### config.mk
export PLATFORM = sky130hd
export DESIGN_NAME = multicycle_control_fsm
export DESIGN_NICKNAME = d
export VERILOG_FILES = /design/src/rtl/ctrl_pkg.sv /design/src/rtl/opcode_classifier.sv /design/src/rtl/multicycle_control_fsm.sv
export SDC_FILE = /design/constraint.sdc
export NUM_CORES = 1
export LEC_CHECK = 0
export ABC_AREA = 1
export BUFFER_PORTS_ARGS = -buffer_cell sky130_fd_sc_hd__buf_2
export CAP_MARGIN = 20
export CORE_ASPECT_RATIO = 1.4
export CORE_MARGIN = 3
export CORE_UTILIZATION = 58
export CTS_BUF_LIST = sky130_fd_sc_hd__clkbuf_2 sky130_fd_sc_hd__clkbuf_4 sky130_fd_sc_hd__clkbuf_8
export CTS_CLUSTER_DIAMETER = 100
export DETAILED_ROUTE_END_ITERATION = 8
export GPL_TIMING_DRIVEN = 0
export PLACE_DENSITY = 0.92
export SLEW_MARGIN = 20
export SYNTH_ARGS = -nofsm -noshare
export SYNTH_HDL_FRONTEND = slang
export SYNTH_SLANG_ARGS = --single-unit
### constraint.sdc
create_clock -name clk -period 4.9 [get_ports clk]
set_input_delay 0.245 -clock clk [delete_from_list [all_inputs] [get_ports clk]]
set_output_delay 0.245 -clock clk [all_outputs]
set_load 0.005 [all_outputs]
### src/rtl/ctrl_pkg.sv
// Shared types and constants for the multicycle control unit: state encoding,
// opcode values, opcode class fields and the decoded-class bundle.
package ctrl_pkg;

  typedef enum logic [2:0] {
    S_IDLE   = 3'd0,
    S_FETCH  = 3'd1,
    S_DECODE = 3'd2,
    S_EXEC   = 3'd3,
    S_MEM    = 3'd4,
    S_WB     = 3'd5,
    S_HALT   = 3'd6
  } state_e;

  // The class field sits in the top two opcode bits.
  localparam int CLS_HI = 4;
  localparam int CLS_LO = 3;
  localparam logic [1:0] CLS_R = 2'b00;
  localparam logic [1:0] CLS_I = 2'b01;

  localparam logic [4:0] OP_LOAD  = 5'b10000;
  localparam logic [4:0] OP_STORE = 5'b10001;
  localparam logic [4:0] OP_BEQ   = 5'b11000;
  localparam logic [4:0] OP_JUMP  = 5'b11001;
  localparam logic [4:0] OP_HALT  = 5'b11111;

  typedef struct packed {
    logic is_r;
    logic is_i;
    logic is_ld;
    logic is_st;
    logic is_beq;
    logic is_jmp;
    logic is_halt;
    logic is_illegal;
  } op_class_t;

endpackage

### src/rtl/opcode_classifier.sv
// Combinational one-hot classification of a 5-bit OpFn into instruction classes.
module opcode_classifier
  import ctrl_pkg::*;
(
  input  logic [4:0] op,
  output op_class_t  cls
);

  always_comb begin
    cls = '0;
    if (op[CLS_HI:CLS_LO] == CLS_R)      cls.is_r       = 1'b1;
    else if (op[CLS_HI:CLS_LO] == CLS_I) cls.is_i       = 1'b1;
    else if (op == OP_LOAD)              cls.is_ld      = 1'b1;
    else if (op == OP_STORE)             cls.is_st      = 1'b1;
    else if (op == OP_BEQ)               cls.is_beq     = 1'b1;
    else if (op == OP_JUMP)              cls.is_jmp     = 1'b1;
    else if (op == OP_HALT)              cls.is_halt    = 1'b1;
    else                                 cls.is_illegal = 1'b1;
  end

endmodule

### src/rtl/multicycle_control_fsm.sv
// Multicycle control sequencer: FETCH/DECODE/EXEC/MEM/WB strobes, run/halt
// control, sticky illegal-opcode flag and a retired-instruction counter.
module multicycle_control_fsm
  import ctrl_pkg::*;
#(
  parameter int         CNT_W   = 16,
  parameter logic [2:0] ALU_ADD = 3'b000,
  parameter logic [2:0] ALU_SUB = 3'b001
) (
  input  logic             clk,
  input  logic             rst,
  input  logic             run,
  input  logic [4:0]       OpFn,
  input  logic             alubeq,
  output logic             NIA,
  output logic             RegDst,
  output logic             RegWrite,
  output logic             ALUSrc,
  output logic [2:0]       ALUFn,
  output logic             MemWrite,
  output logic             MemRead,
  output logic             MemToReg,
  output logic             branch_taken,
  output logic             illegal,
  output logic             halted,
  output logic [CNT_W-1:0] retired,
  output logic [2:0]       dbg_state
);

  state_e            state_q, state_d, after_instr;
  logic [4:0]        op_q, op_d, op_sel;
  logic              illegal_q, illegal_d;
  logic              run_q, run_d;
  logic [CNT_W-1:0]  retired_q, retired_d;
  op_class_t         cls;

  // DECODE looks at the live opcode; every later state uses the latched copy.
  assign op_sel = (state_q == S_DECODE) ? OpFn : op_q;

  opcode_classifier u_classifier (
    .op  (op_sel),
    .cls (cls)
  );

  always_comb begin
    state_d      = state_q;
    op_d         = op_q;
    illegal_d    = illegal_q;
    run_d        = run;
    NIA          = 1'b0;
    RegDst       = 1'b0;
    RegWrite     = 1'b0;
    ALUSrc       = 1'b0;
    ALUFn        = 3'b000;
    MemWrite     = 1'b0;
    MemRead      = 1'b0;
    MemToReg     = 1'b0;
    branch_taken = 1'b0;
    after_instr  = run ? S_FETCH : S_IDLE;

    unique case (state_q)
      S_IDLE:  if (run) state_d = S_FETCH;
      S_FETCH: state_d = S_DECODE;
      S_DECODE: begin
        if (cls.is_r || cls.is_i) begin
          ALUFn  = op_sel[2:0];
          ALUSrc = cls.is_i;
          RegDst = cls.is_r;
        end
        if (cls.is_halt) begin
          state_d = S_HALT;
        end else begin
          state_d = S_EXEC;
          op_d    = OpFn;
        end
      end
      S_EXEC: begin
        if (cls.is_r || cls.is_i) begin
          ALUFn   = op_sel[2:0];
          ALUSrc  = cls.is_i;
          RegDst  = cls.is_r;
          state_d = S_WB;
        end else if (cls.is_ld || cls.is_st) begin
          ALUFn   = ALU_ADD;
          ALUSrc  = 1'b1;
          state_d = S_MEM;
        end else if (cls.is_beq) begin
          ALUFn        = ALU_SUB;
          NIA          = 1'b1;
          branch_taken = alubeq;
          state_d      = after_instr;
        end else if (cls.is_jmp) begin
          NIA          = 1'b1;
          branch_taken = 1'b1;
          state_d      = after_instr;
        end else if (cls.is_illegal) begin
          NIA       = 1'b1;
          illegal_d = 1'b1;
          state_d   = after_instr;
        end else begin
          state_d = after_instr;
        end
      end
      S_MEM: begin
        // Address stays on the ALU while memory is accessed.
        ALUFn  = ALU_ADD;
        ALUSrc = 1'b1;
        if (cls.is_ld) begin
          MemRead = 1'b1;
          state_d = S_WB;
        end else begin
          MemWrite = 1'b1;
          NIA      = 1'b1;
          state_d  = after_instr;
        end
      end
      S_WB: begin
        RegWrite = 1'b1;
        NIA      = 1'b1;
        state_d  = after_instr;
        if (cls.is_ld) begin
          MemRead  = 1'b1;
          MemToReg = 1'b1;
        end else begin
          ALUFn  = op_sel[2:0];
          ALUSrc = cls.is_i;
          RegDst = cls.is_r;
        end
      end
      // Only a fresh run edge restarts; the PC still points at the HALT word.
      S_HALT:  if (run && !run_q) state_d = S_FETCH;
      default: state_d = S_IDLE;
    endcase

    retired_d = retired_q + CNT_W'(NIA);
  end

  always_ff @(posedge clk or posedge rst) begin
    if (rst) begin
      state_q   <= S_IDLE;
      op_q      <= '0;
      illegal_q <= 1'b0;
      run_q     <= 1'b0;
      retired_q <= '0;
    end else begin
      state_q   <= state_d;
      op_q      <= op_d;
      illegal_q <= illegal_d;
      run_q     <= run_d;
      retired_q <= retired_d;
    end
  end

  assign illegal   = illegal_q;
  assign halted    = (state_q == S_HALT);
  assign retired   = retired_q;
  assign dbg_state = state_q;

endmodule
Yosys cells after proc, flatten, opt, wreduce, memory -nomap -nowiden
Index checks and enable logic that the tools add are counted.
{ "classes": {"addsub": 1, "mul": 0, "n_div": 0, "order_cmp": 0, "n_eq_ne": 14, "n_shift": 0, "mux": 54, "bitwise": 5, "reduce_logical": 11} }
{ "ops": {"columns": ["cell", "count"], "rows": [
  ["$mux 1", 33],
  ["$mux 3", 10],
  ["$eq 5x5->1 const B", 5],
  ["$pmux 3 s7", 1],
  ["$add 16x1->16", 1],
  ["$mux 5", 2],
  ["$eq 3x3->1 const B", 3],
  ["$pmux 3 s3", 1],
  ["$mux 7", 1],
  ["$eq 3x2->1 const B", 2],
  ["$mux 6", 1],
  ["$reduce_and 6->1", 1],
  ["$not 1->1", 5],
  ["$mux 4", 1],
  ["$pmux 1 s4", 1],
  ["$reduce_and 2->1", 2],
  ["$reduce_or 2->1", 2],
  ["$eq 3x1->1 const B", 1],
  ["$logic_not 3->1", 1],
  ["$pmux 1 s3", 1],
  ["$eq 2x1->1 const B", 1],
  ["$logic_not 2->1", 1],
  ["$logic_or 1x1->1", 2],
  ["$mux 2", 1],
  ["other kinds (5)", 5]
]} }
{ "totals": {"ff_bits": 26, "latch_bits": 0, "ram_bits": 0, "mem_bits_ro": 0, "in_bits": 9, "output_inout_bits": 32, "memories": 0} }

Longest topological paths before layout
{ "depth": {"depth_word": 17, "mapped_depth": 16, "ltp_nobuf": 16} }

By module
Synthesis repeated with hierarchy kept, for this count alone.
{ "unflattened": {"hier_cells": 220, "hier_area_um2": 1592.8} }
{ "modules_own_cells": {"columns": ["module", "n_inst", "cells_each", "area_per_inst_um2"], "rows": [
  ["multicycle_control_fsm", 1, 192, 1475.2],
  ["opcode_classifier", 1, 28, 117.6]
]} }

Worst setup path before layout
No wires, ideal clock.
{ "synth_path": {"path_kind": "register to register", "start": "register state_q[2] (netlist: dbg_state[2])", "end": "register retired_q[14] (netlist: retired[14])", "setup_ps": 123, "arrival_time_ps": 2462, "required_ps": 4777, "path_slack_ps": 2315, "stages_incl_launch_ff": 15, "cell_sequence": "dfrtp_1 inv_2 nand3_4 buf_8 o21ai_2 nor2_4 a21oi_2 nor2_1 nand3b_1 ha_1 ha_1 nand3_1 nor3_1 nand4_1 xnor2_1"} }
{ "synth_between": {"elab_chain_len": 17, "word_cells_on_any_way": 35} }
{ "synth_rtl": {"columns": ["element", "line_no", "rtl"], "rows": [
  ["start, declared", "multicycle_control_fsm.sv:30", "state_e state_q, state_d, after_instr;"],
  ["start signal, assigned", "multicycle_control_fsm.sv:146", "state_q <= state_d;"],
  ["$eq 3x2->1", "multicycle_control_fsm.sv:38", "assign op_sel = (state_q == S_DECODE) ? OpFn : op_q;"],
  ["$mux 5", "multicycle_control_fsm.sv:38", null],
  ["$eq 5x5->1", "opcode_classifier.sv:17", "else if (op == OP_HALT) cls.is_halt = 1'b1;"],
  ["$mux 1", "opcode_classifier.sv:17", null],
  ["$mux 2", "opcode_classifier.sv:16", "else if (op == OP_JUMP) cls.is_jmp = 1'b1;"],
  ["$mux 3", "opcode_classifier.sv:15", "else if (op == OP_BEQ) cls.is_beq = 1'b1;"],
  ["$mux 4", "opcode_classifier.sv:14", "else if (op == OP_STORE) cls.is_st = 1'b1;"],
  ["$mux 5", "opcode_classifier.sv:13", "else if (op == OP_LOAD) cls.is_ld = 1'b1;"],
  ["[... 3 more ...]", null, null],
  ["$mux 1", "multicycle_control_fsm.sv:92", "end else if (cls.is_jmp) begin"],
  ["$mux 1", "multicycle_control_fsm.sv:87", "end else if (cls.is_beq) begin"],
  ["$mux 1", "multicycle_control_fsm.sv:83", "end else if (cls.is_ld || cls.is_st) begin"],
  ["$mux 1", "multicycle_control_fsm.sv:78", "if (cls.is_r || cls.is_i) begin"],
  ["$pmux 1 s3 (*)", "multicycle_control_fsm.sv:61", "unique case (state_q)"],
  ["net NIA", "multicycle_control_fsm.sv:15", "output logic NIA,"],
  ["$add 16x1->16 (*)", "multicycle_control_fsm.sv:135", "retired_d = retired_q + CNT_W'(NIA);"],
  ["net retired_d[14]", "multicycle_control_fsm.sv:34", "logic [CNT_W-1:0] retired_q, retired_d;"],
  ["end signal, assigned", "multicycle_control_fsm.sv:150", "retired_q <= retired_d;"],
  ["end, declared", "multicycle_control_fsm.sv:34", null]
]} }
Mark *: on every way through the listed nets, which the timed path passes. The rest lies on a longest branch.
A chain may end at the register's enable or synchronous reset.

Worst setup path after layout
{ "layout_path": {"start": "register state_q[2] (netlist: dbg_state[2])", "end": "register retired_q[12] (netlist: retired[12])"} }
{ "layout_between": {"elab_chain_len": 17, "word_cells_on_any_way": 35} }
{ "layout_rtl": {"columns": ["element", "line_no", "rtl"], "rows": [
  ["$eq 3x2->1", "multicycle_control_fsm.sv:38", null],
  ["$mux 5", "multicycle_control_fsm.sv:38", null],
  ["$eq 5x5->1", "opcode_classifier.sv:17", null],
  ["$mux 1", "opcode_classifier.sv:17", null],
  ["$mux 2", "opcode_classifier.sv:16", null],
  ["$mux 3", "opcode_classifier.sv:15", null],
  ["$mux 4", "opcode_classifier.sv:14", null],
  ["$mux 5", "opcode_classifier.sv:13", null],
  ["[... 2 more ...]", null, null],
  ["$mux 1", "multicycle_control_fsm.sv:96", "end else if (cls.is_illegal) begin"],
  ["$mux 1", "multicycle_control_fsm.sv:92", null],
  ["$mux 1", "multicycle_control_fsm.sv:87", null],
  ["$mux 1", "multicycle_control_fsm.sv:83", null],
  ["$mux 1", "multicycle_control_fsm.sv:78", null],
  ["$pmux 1 s3 (*)", "multicycle_control_fsm.sv:61", null],
  ["$add 16x1->16 (*)", "multicycle_control_fsm.sv:135", null],
  ["net retired_d[12]", "multicycle_control_fsm.sv:34", null]
]} }
Marks and branches as above.

==> summary.txt <==
Setup path
  – Max FO, Critical Path: 8
  – RR Endpoint: retired[12]
  – Startpoint types: flop
  – R2R Setup Slk: between 1500 and 2000 ps
  – Worst Path Required: a little over 5000 ps
  – WS Path Type: flop to flop
  – Crit path launch: dbg_state[2]
  – Reg2reg start: dbg_state[2]
  – Crit. End Element: flop
  – Worst R2R Path Depth: 14
  – Worst Path Arrival: roughly 3300 ps

Timing
  – WHS: about 83 ps
  – Unrepaired setup endpoints after global routing: false
  – Hold Fails Final Rpt: 0
  – Fmax: roughly 0.32 GHz
  – Skew final: 5.18 ps
  – Period Utilization, post-route: a little over three fifths
  – Slew @ Worst Pin: 529 ps
  – Fin. max-slew vios: 0
  – Rel. slew slack: between 60% and 70%
  – Min Clock Period, post-route: around 3100 ps
  – Setup TNS: 0 ps
  – Final setup fails: 0

Cells and area
  – Fraction of layout cells with a size suffix above 1: 29.2%
  – Non-filler cells, final: ~270
  – # diodes: 0
  – Final instance area: between 0.0015 and 0.002 mm^2
  – Area grow syn2layout: 21.2%
  – Final #Nets: 246

Pwr
  – Pwr Density: around 570 mW/mm^2
  – Clk pwr share: around an eighth
  – Comb pwr share: between 50 and 60%
  – Worst vdd ir: 0.000488 V
  – Switching power: about 500 uW
  – Leakage: approximately 1.1 nW
  – P_int: 582 uW
  – Sequential Power Share: between 30% and 40%
  – Overall power: ~1.1 mW
  – Net Sw Frac: 46.6%

Synthesis
  – Synth Net Count: between 150 and 200
  – Post-synth top area cell: dfrtp_1
  – Largest cells by area after synthesis: dfrtp_1 (41%), nand2_1 (7.6%), inv_1 (6.0%), nand3_1 (5.4%), xor2_1 (5.0%)
  – Avg Inst Size Synth: around 8.4 um^2
  – Mux cell area share after synthesis: 0%
  – Post-synthesis simple-gate area fraction: 32.5%
  – Cell variety after synth: 29
  – Synth Area in Adders: under 10%
  – Post-synth top area share: about two fifths
  – Largest family of logic cells by synthesized area: simple AND/OR/NAND/NOR gates
  – Post-Syn Instances: roughly 190
  – Post-synthesis xor/xnor area fraction: 7.25%
  – Seq/Total Area, Yosys: between 40% and 50%
  – Seq cells post-synth: 26
  – Syn. warnings: 0
  – Complex-gate fraction of the synthesized area: under 10%
  – Post-synthesis cell area: around 0.0016 mm^2

Clocking
  – Clock Latency Late Sink: between 300 and 400 ps
  – Worst-path clk slew: 140 ps
  – CTS tree: yes
  – Sink Count: 26
  – Clk root buf: clkbuf_4
  – CTS Buffer Depth: 2
  – Inserted Clock Buffers: 3
  – Post-cts sizing count: 0
  – H-tree depth: 1

Floorplan
  – Die area: roughly 0.0034 mm^2
  – Num rows: 21
  – Initial core utilization: around 63%
  – Core Region: 0.00250 mm^2
  – Die width: 50.0 um
  – Die Span Y: slightly below 70 um
  – I/O pin cnt: 41

Detailed routing
  – DR pass1 iterations: 4
  – Final ANT Viol Nets: 0
  – Routed wl met3: between 100 and 150 um
  – Drt total wl: about 3300 um
  – Wire length per cell: between 10 and 15 um
  – Top sig layer: met4
  – Drt drc: 0
  – Via-to-Cell Ratio: 5.17
  – Via Count: approximately 1,400
  – Initial detailed-routing violation count: 26
  – Routed wl met2: ~1900 um
  – Met1 wire length: between 1000 and 1500 um

Worst hold path
  – Hold path endpoint: run_q
  – Origin of the worst min-delay path: run
  – Hold depth: 1
  – Hold crit path type: primary input to flop

Placement
  – Placed cell area: ~0.0018 mm^2
  – Dpl cells: 261
  – Port Buffers: 40
  – DP Wirelength: roughly 2600 um
  – GP Congestion: roughly 0.9

Global route
  – Vias in the first global route: approximately 1,300
  – Grt total ovfl: 0
  – GRT Total Usage: between 20% and 30%
  – Largest net degree at the start of global routing: 27
  – First-pass GRT wire length: 5390 um
  – Antenna violations before repair: 0

Status
  – Status: completed

Job
  – Number of max-cap violations: 0
[cell usage in the layout (no fill, tap or decap), drive strengths merged]
cell type | Yosys | final
nand3 | 21 | 21
nand4 | 5 | 5
buf | 1 | 42
a31oi | 1 | 1
o22ai | 1 | 1
nand3b | 1 | 1
a21oi | 8 | 8
a21boi | 2 | 2
dlygate4sd3 | 0 | 1
clkbuf | 0 | 3
xnor2 | 4 | 4
dfrtp | 26 | 26
o21ai | 8 | 8
o21bai | 1 | 1
nor4 | 2 | 2
nand2 | 40 | 40
bufinv | 0 | 1
ha | 3 | 3
xor2 | 9 | 9
nor3 | 5 | 5
nor2 | 20 | 20
inv | 29 | 29
[worst max-delay path, cell delays in order, from the launching register on]
cell,delay (ps)
dfrtp_1,470
inv_2,170
nand3_4,140
inv_2,90
nand2_1,50
nand2_1,110
nand2_2,110
nor4_1,330
nand3b_1,240
ha_1,200
ha_1,150
nand3_1,110
nor3_1,440
nand3_1,190
xor2_1,190
[worst max path at each step]
stage / to / slack (ps) / depth (start not counted)
floorplan: retired[14] / 2310 / 14
global placement: retired[14] / 1930 / 14
detailed placement: retired[14] / 1880 / 14
CTS: retired[8] / 1850 / 14
global route: retired[12] / 1520 / 14
finish: retired[12] / 1820 / 14
[power groups by stage]
| stage | sequential [mW] | clock (mW) | combinational, mW |
|---|---|---|---|
| after global placement | 0.341 | 0 | 0.583 |
| after CTS | 0.338 | 0.148 | 0.607 |
| after global routing | 0.350 | 0.152 | 0.684 |
| after detailed placement | 0.343 | 0 | 0.602 |
| final | 0.339 | 0.144 | 0.606 |
| after floorplan | 0.335 | 0 | 0.448 |
[per-layer routing]
layer  track usage [%]  up-vias
met3              1.77        2
met1              23.8      652
met2              40.1       26
li1                  -      701
met5                 0        -
met4              2.77        0
[cell families after synthesis]
group	count (synthesis)
simple gates	94
buf+inv	30
flops	26
compound gates	21
xor+xnor	13
fa+ha+maj	3
[registers in the layout, summed over array words and instances (netlist names)]
| signal | flops |
|---|---|
| retired | 16 |
| illegal | 1 |
| run_q | 1 |
| op_q | 5 |
| dbg_state | 3 |
[per-stage QoR]
step	utilization [%]	setup slack [ps]
floorplan	-	2310
global placement	72.6	1930
global route	76.2	1520
CTS	74.7	1850
finish	76.2	1820
detailed placement	72.6	1880
[repair_timing]
action | in CTS | in global routing
hold endpoints to repair | 0 | 8
hold buffers | 0 | 1
buffers inserted | 0 | 0
setup endpoints to repair | 0 | 0
[cell type report]
class / instances / area, um^2
plain buffers: 1 / 15.0
well taps: 34 / 42.5
fillers: 181 / 593
inverters: 29 / 109
repair buffers: 42 / 238
flip-flops and latches: 26 / 651
clock inverters: 1 / 30.0
multi-input cells: 131 / 796
clock buffers: 3 / 22.5
[synthesized netlist by cell type]
library cell  count
o22ai_1           1
inv_1            25
nand2_2           3
nor2_8            1
nor3_1            5
xor2_1            9
nand2_1          32
dfrtp_1          26
nand2_4           5
inv_2             4
xnor2_1           4
nand3_2           3
nand4_1           5
a21oi_1           7
a31oi_1           1
o21ai_2           1
ha_1              3
o21ai_1           1
nand3_4           1
nor4_1            2
nor2_4            2
nand3_1          17
a21boi_0          2
o21bai_4          1
a21oi_2           1
nand3b_1          1
buf_8             1
o21ai_0           6
nor2_1           17
Power figures use the tool's default switching activity.
